--- config.mk ---
export PLATFORM = sky130hd
export DESIGN_NAME = dmem_ctrl
export DESIGN_NICKNAME = d
export VERILOG_FILES = /design/src/rtl/dmem_pkg.sv /design/src/rtl/dmem_wbuf.sv /design/src/rtl/dmem_ctrl.sv
export SDC_FILE = /design/constraint.sdc
export NUM_CORES = 1
export LEC_CHECK = 0
export ABC_AREA = 1
export CAP_MARGIN = 15
export CORE_AREA = 2 2 120 180
export CTS_BUF_LIST = sky130_fd_sc_hd__clkbuf_4 sky130_fd_sc_hd__clkbuf_8
export DETAILED_ROUTE_END_ITERATION = 12
export DIE_AREA = 0 0 122 182
export HOLD_SLACK_MARGIN = 0.12
export PLACE_DENSITY = 0.8
export SLEW_MARGIN = 20
export SYNTH_ARGS = -nofsm -noshare
export SYNTH_HDL_FRONTEND = slang
export SYNTH_SLANG_ARGS = --single-unit
export TNS_END_PERCENT = 10
--- constraint.sdc ---
create_clock -name clk -period 3.9 [get_ports clk]
set_input_delay 0.585 -clock clk [delete_from_list [all_inputs] [get_ports clk]]
set_output_delay 0.585 -clock clk [all_outputs]
set_load 0.02 [all_outputs]
--- src/rtl/dmem_pkg.sv ---
// dmem_pkg: shared types and default sizes for the data-memory controller
package dmem_pkg;
    localparam int DMEM_AW_DEF = 14;
    localparam int WBUF_DEPTH_DEF = 4;
    typedef struct packed {
        logic [DMEM_AW_DEF-1:0] word;
        logic [31:0]            data;
        logic [3:0]             strb;
    } wbuf_entry_t;
endpackage

--- src/rtl/dmem_wbuf.sv ---
// dmem_wbuf: posted-write FIFO with head output and parallel word lookup
module dmem_wbuf
    import dmem_pkg::*;
#(
    parameter int DEPTH = WBUF_DEPTH_DEF
) (
    input  logic                   clk,
    input  logic                   resetb,
    input  logic                   push,
    input  logic                   pop,
    input  wbuf_entry_t            din,
    input  logic [DMEM_AW_DEF-1:0] lk_word,
    output wbuf_entry_t            head,
    output logic                   hit,
    output logic                   full,
    output logic                   empty
);
    localparam int PW = $clog2(DEPTH);
    wbuf_entry_t      mem_q [DEPTH];
    logic [DEPTH-1:0] vld_q, vld_d;
    logic [PW-1:0]    wp_q, wp_d, rp_q, rp_d;
    logic [PW:0]      cnt_q, cnt_d;
    always_comb begin
        vld_d = vld_q;
        if (push) vld_d[wp_q] = 1'b1;
        if (pop) vld_d[rp_q] = 1'b0;
        wp_d = push ? wp_q + 1'b1 : wp_q;
        rp_d = pop ? rp_q + 1'b1 : rp_q;
        cnt_d = cnt_q + (PW+1)'(push) - (PW+1)'(pop);
        hit = 1'b0;
        for (int i = 0; i < DEPTH; i++) hit = hit | (vld_q[i] && mem_q[i].word == lk_word);
    end
    assign head  = mem_q[rp_q];
    assign full  = cnt_q == (PW+1)'(DEPTH);
    assign empty = cnt_q == '0;
    always_ff @(posedge clk) begin
        if (!resetb) begin
            vld_q <= '0;
            wp_q  <= '0;
            rp_q  <= '0;
            cnt_q <= '0;
        end else begin
            vld_q <= vld_d;
            wp_q  <= wp_d;
            rp_q  <= rp_d;
            cnt_q <= cnt_d;
        end
    end
    always_ff @(posedge clk) if (push) mem_q[wp_q] <= din;
endmodule

--- src/rtl/dmem_ctrl.sv ---
// dmem_ctrl: core dmem ports to single-port SRAM with posted write buffer; optional DMEM_RANGE_CHK_EN
module dmem_ctrl
    import dmem_pkg::*;
#(
    parameter int          AW         = DMEM_AW_DEF,
    parameter int          WBUF_DEPTH = WBUF_DEPTH_DEF,
    parameter logic [31:0] DMEM_BASE  = 32'h0000_0000
) (
    input  logic          clk,
    input  logic          resetb,
    input  logic          dmem_wready,
    output logic          dmem_wvalid,
    input  logic [31:0]   dmem_waddr,
    input  logic [31:0]   dmem_wdata,
    input  logic [3:0]    dmem_wstrb,
    input  logic          dmem_rready,
    output logic          dmem_rvalid,
    input  logic [31:0]   dmem_raddr,
    output logic          dmem_rresp,
    output logic [31:0]   dmem_rdata,
    output logic          sram_cs,
    output logic          sram_we,
    output logic [AW-1:0] sram_addr,
    output logic [31:0]   sram_wdata,
    output logic [3:0]    sram_wstrb,
    input  logic [31:0]   sram_rdata,
    output logic          wbuf_empty
);
    logic [AW-1:0] w_word, r_word;
    logic          w_ok, r_ok, push, pop, hit, wb_hit, full, rd_sram, rresp_d, rresp_q;
    wbuf_entry_t   ent, head;
    always_comb begin
        w_word = AW'((dmem_waddr - DMEM_BASE) >> 2);
        r_word = AW'((dmem_raddr - DMEM_BASE) >> 2);
`ifdef DMEM_RANGE_CHK_EN
        w_ok = ((dmem_waddr - DMEM_BASE) >> (AW + 2)) == 32'd0;
        r_ok = ((dmem_raddr - DMEM_BASE) >> (AW + 2)) == 32'd0;
`else
        w_ok = 1'b1;
        r_ok = 1'b1;
`endif
        ent = '{word: DMEM_AW_DEF'(w_word), data: dmem_wdata, strb: dmem_wstrb};
        dmem_wvalid = resetb && dmem_wready && !full;
        push = dmem_wvalid && w_ok;
        // the entry being pushed this cycle is not yet visible to the buffer lookup
        hit = r_ok && (wb_hit || (push && w_word == r_word));
        dmem_rvalid = resetb && dmem_rready && !hit && !full;
        rd_sram = dmem_rvalid && r_ok;
        pop = resetb && !wbuf_empty && !dmem_rvalid;
        sram_cs = rd_sram || pop;
        sram_we = pop;
        sram_addr = rd_sram ? r_word : pop ? AW'(head.word) : '0;
        sram_wdata = pop ? head.data : '0;
        sram_wstrb = pop ? head.strb : '0;
        rresp_d = rd_sram;
        dmem_rresp = rresp_q;
        dmem_rdata = rresp_q ? sram_rdata : '0;
    end
    dmem_wbuf #(.DEPTH(WBUF_DEPTH)) u_wbuf (
        .clk    (clk),
        .resetb (resetb),
        .push   (push),
        .pop    (pop),
        .din    (ent),
        .lk_word(DMEM_AW_DEF'(r_word)),
        .head   (head),
        .hit    (wb_hit),
        .full   (full),
        .empty  (wbuf_empty)
    );
    always_ff @(posedge clk) rresp_q <= resetb ? rresp_d : 1'b0;
endmodule
# ---- Word-level counts from Yosys, hierarchy flattened
# Memory sizes are Yosys's and may differ from the RTL's. A register that Yosys moved wholly into a read port is not among the register bits.
# Cells that the tools add are included.
dict set report op_classes {
  add_sub_neg 4
  multipliers 0
  n_div 0
  magnitude_cmp 4
  eq_ne 6
  shifts 0
  n_mux 15
  bitwise 6
  reduce_logical 21
}
# cell n
set ops {}
lappend ops {{== test 14 bit} 5}
lappend ops {{2-to-1 mux 32 bit} 2}
lappend ops {{2-to-1 mux 14 bit} 2}
lappend ops {{logical AND 1 bit} 14}
lappend ops {{2-to-1 mux 4 bit} 3}
lappend ops {{< comparator 2 x 3 -> 1 bit (second input constant)} 2}
lappend ops {{adder 2 x 1 -> 2 bit (second input constant)} 2}
lappend ops {{AND 4 bit} 1}
lappend ops {{demux 1 bit (select 2 bit)} 2}
lappend ops {{>= comparator 2 x 1 -> 1 bit (second input constant)} 2}
lappend ops {{logical NOT 1 bit} 4}
lappend ops {{2-to-1 mux 1 bit} 4}
lappend ops {{2-to-1 mux 2 bit} 2}
lappend ops {{inverter 4 bit} 1}
lappend ops {{OR 4 bit} 1}
lappend ops {{adder 3 x 1 -> 3 bit} 1}
lappend ops {{== test 3 bit (second input constant)} 1}
lappend ops {{logical NOT 3 bit} 1}
lappend ops {{OR 1 bit} 3}
lappend ops {{subtractor 3 x 1 -> 3 bit} 1}
lappend ops {{logical OR 1 bit} 2}
dict set report totals {
  ff_bits 12
  latchBits 0
  mem_bits_rw 200
  rom_bits 0
  output_inout_bits 88
  wordCells 62
  memories 1
}
# memory depth width rd rd_clocked_by_memory_dff wr line_no
set memory_table {}
lappend memory_table {u_wbuf.mem_q 4 50 5 1 1 dmem_wbuf.sv:19} ;# wbuf_entry_t mem_q [DEPTH];

# ---- Depth between registers and ports, before layout
# Gate-level depths: netlist (run 1).
# An unclocked memory read counts as a cell.
dict set report logic_depth {
  ltp_word 14
  ltp_mapped 21
  mapped_depth_nobuf 20
}

# ---- Hierarchy
# Synthesis (run 1) repeated with hierarchy kept, for this count alone.
dict set report unflattened {
  cells_unflattened 1102
  hier_area_um2 10542.6
}
# module instances cells_per_inst area_per_inst_um2 seq_area_each_um2
set modules_own_cells {}
lappend modules_own_cells {dmem_wbuf 1 825 9087.5 6266.0}
lappend modules_own_cells {dmem_ctrl 1 277 1455.1 20.0}

# ---- Least setup slack after synthesis (run 1)
# OpenSTA, ideal clock, no wires.
dict set report synth_path {
  path_kind {in2reg}
  startpoint {in resetb}
  endpoint {mem u_wbuf.mem_q[0][0] in the netlist's numbering, enable pin}
  t_arrival_ns 3.408
  required_time_ns 3.441
  setup_slack_ns 0.033
  path_stages 4
  path_buffers 0
  path_cell_list {nand2_1 > nor2_1 > inv_1 > nor2_1}
}
dict set report synth_via {
  elab_chain_cells 4
}
# item line_no
set synth_lines {}
lappend synth_lines {{from (decl)} dmem_ctrl.sv:10} ;# input logic resetb,
lappend synth_lines {{logical AND 1 bit (2 in series)} dmem_ctrl.sv:43} ;# dmem_wvalid = resetb && dmem_wready && !full;
lappend synth_lines {{via dmem_wvalid} dmem_ctrl.sv:12} ;# output logic dmem_wvalid,
lappend synth_lines {{2-to-1 mux 1 bit} dmem_wbuf.sv:49} ;# always_ff @(posedge clk) if (push) mem_q[wp_q] <= din;
lappend synth_lines {{2-to-1 mux 1 bit (implied by the code)} dmem_wbuf.sv:49}
lappend synth_lines {{to (decl)} dmem_wbuf.sv:19}
# The timed path passes the listed nets, and every way through them passes these cells.

# ---- Worst setup path in the final report (run 1)
dict set report layout_path {
  startpoint {in dmem_raddr[8]}
  endpoint {out sram_addr[1]}
}
dict set report layout_via {
  elab_chain_cells 13
}
# item line_no
set layout_lines {}
lappend layout_lines {{from (decl)} dmem_ctrl.sv:18} ;# input logic [31:0] dmem_raddr,
lappend layout_lines {{== test 14 bit} dmem_wbuf.sv:31} ;# for (int i = 0; i < DEPTH; i++) hit = hit | (vld_q[i] && mem_q[i].word == lk_word);
lappend layout_lines {{logical AND 1 bit} dmem_wbuf.sv:31}
lappend layout_lines {{OR 1 bit (3 in series)} dmem_wbuf.sv:31}
lappend layout_lines {{logical OR 1 bit *} dmem_ctrl.sv:46} ;# hit = r_ok && (wb_hit || (push && w_word == r_word));
lappend layout_lines {{logical NOT 1 bit *} dmem_ctrl.sv:47} ;# dmem_rvalid = resetb && dmem_rready && !hit && !full;
lappend layout_lines {{logical AND 1 bit * (2 in series)} dmem_ctrl.sv:47}
lappend layout_lines {{logical NOT 1 bit} dmem_ctrl.sv:49} ;# pop = resetb && !wbuf_empty && !dmem_rvalid;
lappend layout_lines {{logical AND 1 bit} dmem_ctrl.sv:49}
lappend layout_lines {{2-to-1 mux 14 bit} dmem_ctrl.sv:52} ;# sram_addr = rd_sram ? r_word : pop ? AW'(head.word) : '0;
lappend layout_lines {{2-to-1 mux 14 bit *} dmem_ctrl.sv:52}
lappend layout_lines {{to (decl)} dmem_ctrl.sv:23} ;# output logic [AW-1:0] sram_addr,
# Mark *: on every way between the ends. The rest lies on a longest branch, timed or not.

==> results by group, run 1 <==
Cells and area
  • Layout cells sized above 1: 11.8%
  • Final Net Count: 1,389
  • Final Util: 63.7%
  • Area growth, synth to finish: 29.8%
  • Layout fillers: 1,608

Detailed routing
  • Pre-antenna DRT Iters: 5
  • Post-route DRC: 0
  • DR vias/cell: 5.10
  • Drt first-iter violations: 501
  • Remaining antenna violation count: 0
  • DR WL/cell: 16.4 um
  • Overall routed net length: 25,200 um
  • Vias: 7,840

Clock tree
  • Root buffer cell: clkbuf_8
  • Num CTS Buffers: 30
  • Clk sink count: 214
  • Clk buf depth: 3
  • Htree depth: 1
  • Clk_lat worst skew: 550 ps
  • Reg clk slew, reported paths: 70 ps
  • TritonCTS clock tree: built

Flow run
  • Max Cap Viol: 0

STA
  • Post-route clock skew: 13.4 ps
  • Relative slew slack: 35.7%
  • # setup viols final: 0
  • Setup TNS: 0 ps
  • Slew Limit Fails: 0
  • Crit path time final: 3760 ps
  • Worst-Margin Slew: 963 ps
  • Fin crit share: 96.4%
  • Final Hold Vio Count: 0
  • FMAX: 266 MHz
  • RSZ-0062 raised after global routing: no

Pwr
  • Leak: 0.00552 uW
  • Sw frac: 33.3%
  • Max VDD drop: 0.389 mV
  • P_int: 4720 uW
  • Gate power share: 33.7%
  • Pwr dens: 537 nW/um^2
  • Sequential share of power: 38.7%
  • Switching power: 2360 uW
  • Clock network power share: 27.6%

Global route
  • Initial antenna violation count: 2
  • Vias in the first global route: 7,923
  • Total grt overflow: 0
  • All-layer global routing usage: 22.7%
  • First-pass GRT wire length: 39,000 um
  • Largest net degree at the start of global routing: 117

Critical path
  • Crit path DAT: 3180 ps
  • Worst Path Class, Setup: input port to primary output
  • Worst endpoint required time: 3310 ps
  • CP max FO: 21
  • Critical path launch point type: input port
  • Crit. End Element: primary output

Synth
  • Commonest cells post-synth: nand2_1 (227), edfxtp_1 (200), nor2_1 (193)
  • Number of enable flip-flop cells after synthesis: 200
  • Cell taking the most area after synthesis: edfxtp_1
  • Mapped Nets: 1,191
  • Top cells by area, synth: edfxtp_1 (59%), nand2_1 (8.4%), nor2_1 (7.1%)
  • Sequential share of the synthesized area: 61.8%
  • Syn_area_per_cell: 9.74 um^2
  • YS warnings: 0
  • Mapped Cells: 1,045
  • Top cell type's share of synthesized area: 59.0%
  • Post-synthesis sequential element count: 214
  • Cell with the most instances after synthesis: nand2_1
  • FFs w/ async S/R, synth: 0%
  • Post-Synthesis Cell Area: 10,200 um^2
  • Distinct cell type count after synthesis: 28
  • Primary FF master, synth: edfxtp_1

Floorplanning
  • Core box area: 20,700 um^2
  • Row cnt: 65
  • Starting density of the core: 49.1%
  • Die ar.: 22,200 um^2
  • Die H: 182 um
  • Die X: 122 um
  • I/O pins: 224

Min path
  • Worst hold path type: register to register

Place
  • RePlAce Congestion: 0.892
  • HPWL Detailed: 17,000 um
  • PortBufs: 187

Run status
  • Outcome: completed
-- stage by stage --
stage               cell area, um^2  instances  setup WS [ps]  power [uW]  hold slack (ps)
floorplan                     10200       1045           32.9        4240              491
global placement              12500       1479            113        5150              499
detailed placement            12500       1479           88.0        5210              527
CTS                           13200       1535           84.3        7150              537
global route                  13200       1536           8.14        7470              558
finish                        13200       1536            139        7080              533
-- area by class of cell --
| type | count | area, um^2 | share of cell area (%) |
|---|---|---|---|
| Inverter | 125 | 469 | 3.55 |
| Clock buffer | 36 | 464 | 3.52 |
| Multi-Input combinational cell | 659 | 3220 | 24.4 |
| Timing Repair Buffer | 213 | 2190 | 16.6 |
| Clock inverter | 20 | 225 | 1.71 |
| Tap cell | 268 | 335 | 2.54 |
| Antenna cell | 1 | 2.50 | 0.0190 |
| Sequential cell | 214 | 6290 | 47.6 |
-- power groups by stage --
stage	logic [uW]	clock network, uW	registers, uW
after floorplan	1470	0	2770
after global placement	2370	0	2780
after detailed placement	2420	0	2790
after CTS	2430	1980	2740
after global routing	2620	2100	2750
final	2390	1950	2740
-- cell families after synthesis --
kind of cell / count (synthesis) / synth area share [%]
simple gates: 443 / 16.8
flops: 214 / 61.8
compound gates: 188 / 11.7
buf+inv: 172 / 6.86
xor+xnor: 18 / 1.55
fa+ha+maj: 10 / 1.30
-- metal layers --
metal | routed length (um) | track usage (%) | up-vias
li1 | - | - | 3828
met1 | 9220 | 24.5 | 3651
met2 | 13400 | 42.6 | 301
met3 | 1760 | 3.71 | 60
met4 | 896 | 10.3 | 0
met5 | 0 | 0 | -
-- placed cells by master, fill, tap and decap left out, types with 14 or more instances in the layout --
cell	netlist	layout
a21oi_1	30	30
a21oi_2	36	36
buf_4	2	20
clkbuf_8	0	31
clkdlybuf4s50_1	0	166
dlymetal6s2s_1	0	21
edfxtp_1	200	200
inv_1	108	108
inv_2	15	15
nand2_1	227	227
nand3_1	15	15
nor2_1	193	189
o21ai_0	102	102
o22ai_2	14	14
-- state kept, by name, summed over array words and instances, names as in the netlist, named ones only --
register / cells
u_wbuf.cnt_q: 3
u_wbuf.mem_q: 200
u_wbuf.rp_q: 2
dmem_rresp: 1
u_wbuf.wp_q: 2
u_wbuf.vld_q: 4
-- worst max-delay path: stages --
cell and delay, ps:
clkdlybuf4s50_1 630, inv_2 110, nand2_1 70, nand2_1 50
nor2_1 170, nand2_1 70, nor2_1 90, nand2_1 60
nand2_1 60, nor2_1 70, nand2_4 110, nand2_4 80
buf_12 180, o22ai_2 170, clkdlybuf4s50_1 640
-- final timing paths --
path / end / cells past startpoint / slack (ps) / start
setup / recovery: sram_addr[1] / 15 / 140 / dmem_raddr[8]
hold / removal: register / 2 / 530 / u_wbuf.rp_q[1]
setup reg to reg: u_wbuf.cnt_q[2] / 20 / 1250 / u_wbuf.mem_q[3][45]
hold reg to reg: register / 2 / 530 / u_wbuf.rp_q[1]
-- repair_timing --
| action | in CTS | in global routing |
|---|---|---|
| gates resized for setup | 0 | 21 |
| hold buffers | 0 | 0 |
| endpoints found under the hold margin | 0 | 0 |
| setup buffers | 0 | 0 |
| endpoints found under the setup margin | 0 | 37 |
Power figures use the tool's default switching activity.
==> inputs of run 2 (changes only) <==
==> constraint.sdc (replaced) <==
create_clock -name clk -period 4.56 [get_ports clk]
set_input_delay 0.912 -clock clk [delete_from_list [all_inputs] [get_ports clk]]
set_output_delay 0.912 -clock clk [all_outputs]
set_load 0.02 [all_outputs]
==> run 2 against run 1 <==
- cell count about the same
- first-iteration DRC count increased by 2.8%
- via count up 0.32%
- non-clock buffer count decreased by 3
- critical path depth down 2
- highest routed layer unchanged
- sequential power down 14%
- register-to-register slack improved by 670 ps
- final area fell by 0.43%
- clock skew is 8.2 ps higher
- worst setup slack worse by 2.1 ps
- total power down 16%
==> results by group, run 2 (synthesis results as in run 1) <==
Detailed routing
  • Pre-antenna DRT Iters: 5
  • DR WL/cell: 16.5 um
  • Overall routed net length: 25,400 um
  • Post-route DRC: 0
  • Vias: 7,865
  • Remaining antenna violation count: 0
  • Drt first-iter violations: 515
  • DR vias/cell: 5.12

STA
  • RSZ-0062 raised after global routing: no
  • Setup TNS: 0 ps
  • Worst-Margin Slew: 973 ps
  • Fin crit share: 97.0%
  • FMAX: 226 MHz
  • Final Hold Vio Count: 0
  • Crit path time final: 4420 ps
  • Post-route clock skew: 21.6 ps
  • Final hold slack: 524 ps
  • Slew Limit Fails: 0
  • # setup viols final: 0
  • Relative slew slack: 35.1%

Clock tree
  • Hold Buf Count CTS: 0
  • Clk_lat worst skew: 500 ps
  • Clk buf depth: 3
  • Clk sink count: 214
  • TritonCTS clock tree: built
  • Root buffer cell: clkbuf_8
  • Post-CTS setup buffers: 0
  • Reg clk slew, reported paths: 60 ps
  • Num CTS Buffers: 34
  • Htree depth: 2

Cells and area
  • Largest regs: u_wbuf.mem_q: 200 flops, u_wbuf.vld_q: 4 flops, u_wbuf.cnt_q: 3 flops
  • Final Net Count: 1,390
  • Largest register by flop count: u_wbuf.mem_q
  • Commonest non-fill, non-tap cell in the layout: nand2_1
  • Finished Layout Cells: 1,535
  • Layout cells sized above 1: 12.1%
  • N_diodes: 0
  • Most frequent cells in the layout: nand2_1 (227), edfxtp_1 (200), nor2_1 (189)
  • Post-route cell area: 13,100 um^2
  • Area growth, synth to finish: 29.2%
  • Max FFs per register: 200
  • Layout fillers: 1,602

Floorplanning
  • Die ar.: 22,200 um^2
  • Core box area: 20,700 um^2
  • Row cnt: 65
  • Starting density of the core: 49.1%
  • Die H: 182 um
  • Die X: 122 um
  • I/O pins: 224

Min path
  • Worst hold start: u_wbuf.rp_q[1]
  • Worst hold path type: register to register
  • Hold depth: 2

Critical path
  • Critical path launch point type: input port
  • Worst endpoint required time: 3650 ps
  • Crit path DAT: 3510 ps
  • Reg2Reg Depth: 21
  • Worst Path Class, Setup: input port to primary output
  • Reg2reg start: u_wbuf.mem_q[2][40]
  • Crit. End Element: primary output
  • R2R Setup Slk: 1920 ps
  • Worst reg2reg endpoint: u_wbuf.cnt_q[2]
  • CP max FO: 21

Global route
  • All-layer global routing usage: 22.6%
  • Vias in the first global route: 7,814
  • Total grt overflow: 0
  • Initial antenna violation count: 1
  • Largest net degree at the start of global routing: 117
  • First-pass GRT wire length: 38,500 um

Pwr
  • Max VDD drop: 0.353 mV
  • Design Power: 5950 uW
  • Clock network power share: 26.8%
  • Leak: 0.00576 uW
  • Sequential share of power: 39.8%
  • Sw frac: 33.7%
  • Gate power share: 33.4%
  • Switching power: 2010 uW
  • P_int: 3950 uW
  • Pwr dens: 453 nW/um^2

Flow run
  • Max Cap Viol: 0

Place
  • HPWL Detailed: 16,400 um
  • Post-Place Cell Area: 12,400 um^2
  • RePlAce Congestion: 0.846
  • PortBufs: 187
  • DP Cell Count: 1,476

Run status
  • Outcome: completed
run 2: how the worst max path moves through the flow:
stage	slack, ps	from	endpoint	depth (start not counted)
finish	140	dmem_raddr[7]	sram_addr[8]	13
global route	1	dmem_raddr[7]	sram_addr[8]	15
CTS	70	dmem_raddr[14]	sram_wdata[16]	15
detailed placement	90	dmem_raddr[14]	sram_wdata[16]	15
global placement	100	dmem_raddr[9]	sram_wdata[17]	15
floorplan	370	resetb	u_wbuf.mem_q[0][0]	4
run 2: cell type report:
cell class / instances / area, um^2 / share of cell area [%]
flip-flops and latches: 214 / 6290 / 47.8
multi-input cells: 659 / 3220 / 24.5
repair buffers: 210 / 2160 / 16.5
clock buffers: 49 / 593 / 4.51
inverters: 125 / 469 / 3.57
well taps: 268 / 335 / 2.55
clock inverters: 10 / 73.8 / 0.561
run 2: critical path: stages:
cell	delay (ps)
clkdlybuf4s50_1	590
inv_2	110
nand2_1	70
nand2_1	50
nor3_1	270
nand2_1	100
nor2_1	100
nor2_1	90
nand2_4	150
nand2_4	90
buf_12	180
o22ai_2	140
clkdlybuf4s50_1	630
run 2: what timing repair did:
item                                   4_1_cts  5_1_grt
endpoints found under the hold margin        0        0
setup endpoints to repair                    0       46
gates resized for setup                      0       36
run 2: per-layer routing:
layer  track usage (%)  share of wire (%)
met2              42.5                 53
met1              23.7                 36
met3              4.08                6.9
met5                 0                  0
met4              10.8                3.8
run 2: power groups by stage:
stage	Sequential [uW]	Clock, uW	Combinational, uW
after floorplan	2370	0	1260
after global placement	2400	0	1980
after detailed placement	2410	0	2020
after CTS	2370	1630	2020
after global routing	2380	1740	2180
final	2370	1600	1990
run 2: per-stage QoR:
| stage | utilization [%] | setup slack [ps] |
|---|---|---|
| 2_1_floorplan | - | 366 |
| 3_3_place_gp | 59.7 | 97.6 |
| 3_5_place_dp | 59.7 | 92.8 |
| 4_1_cts | 63.0 | 73.3 |
| 5_1_grt | 63.4 | 1.27 |
| 6_report | 63.4 | 137 |
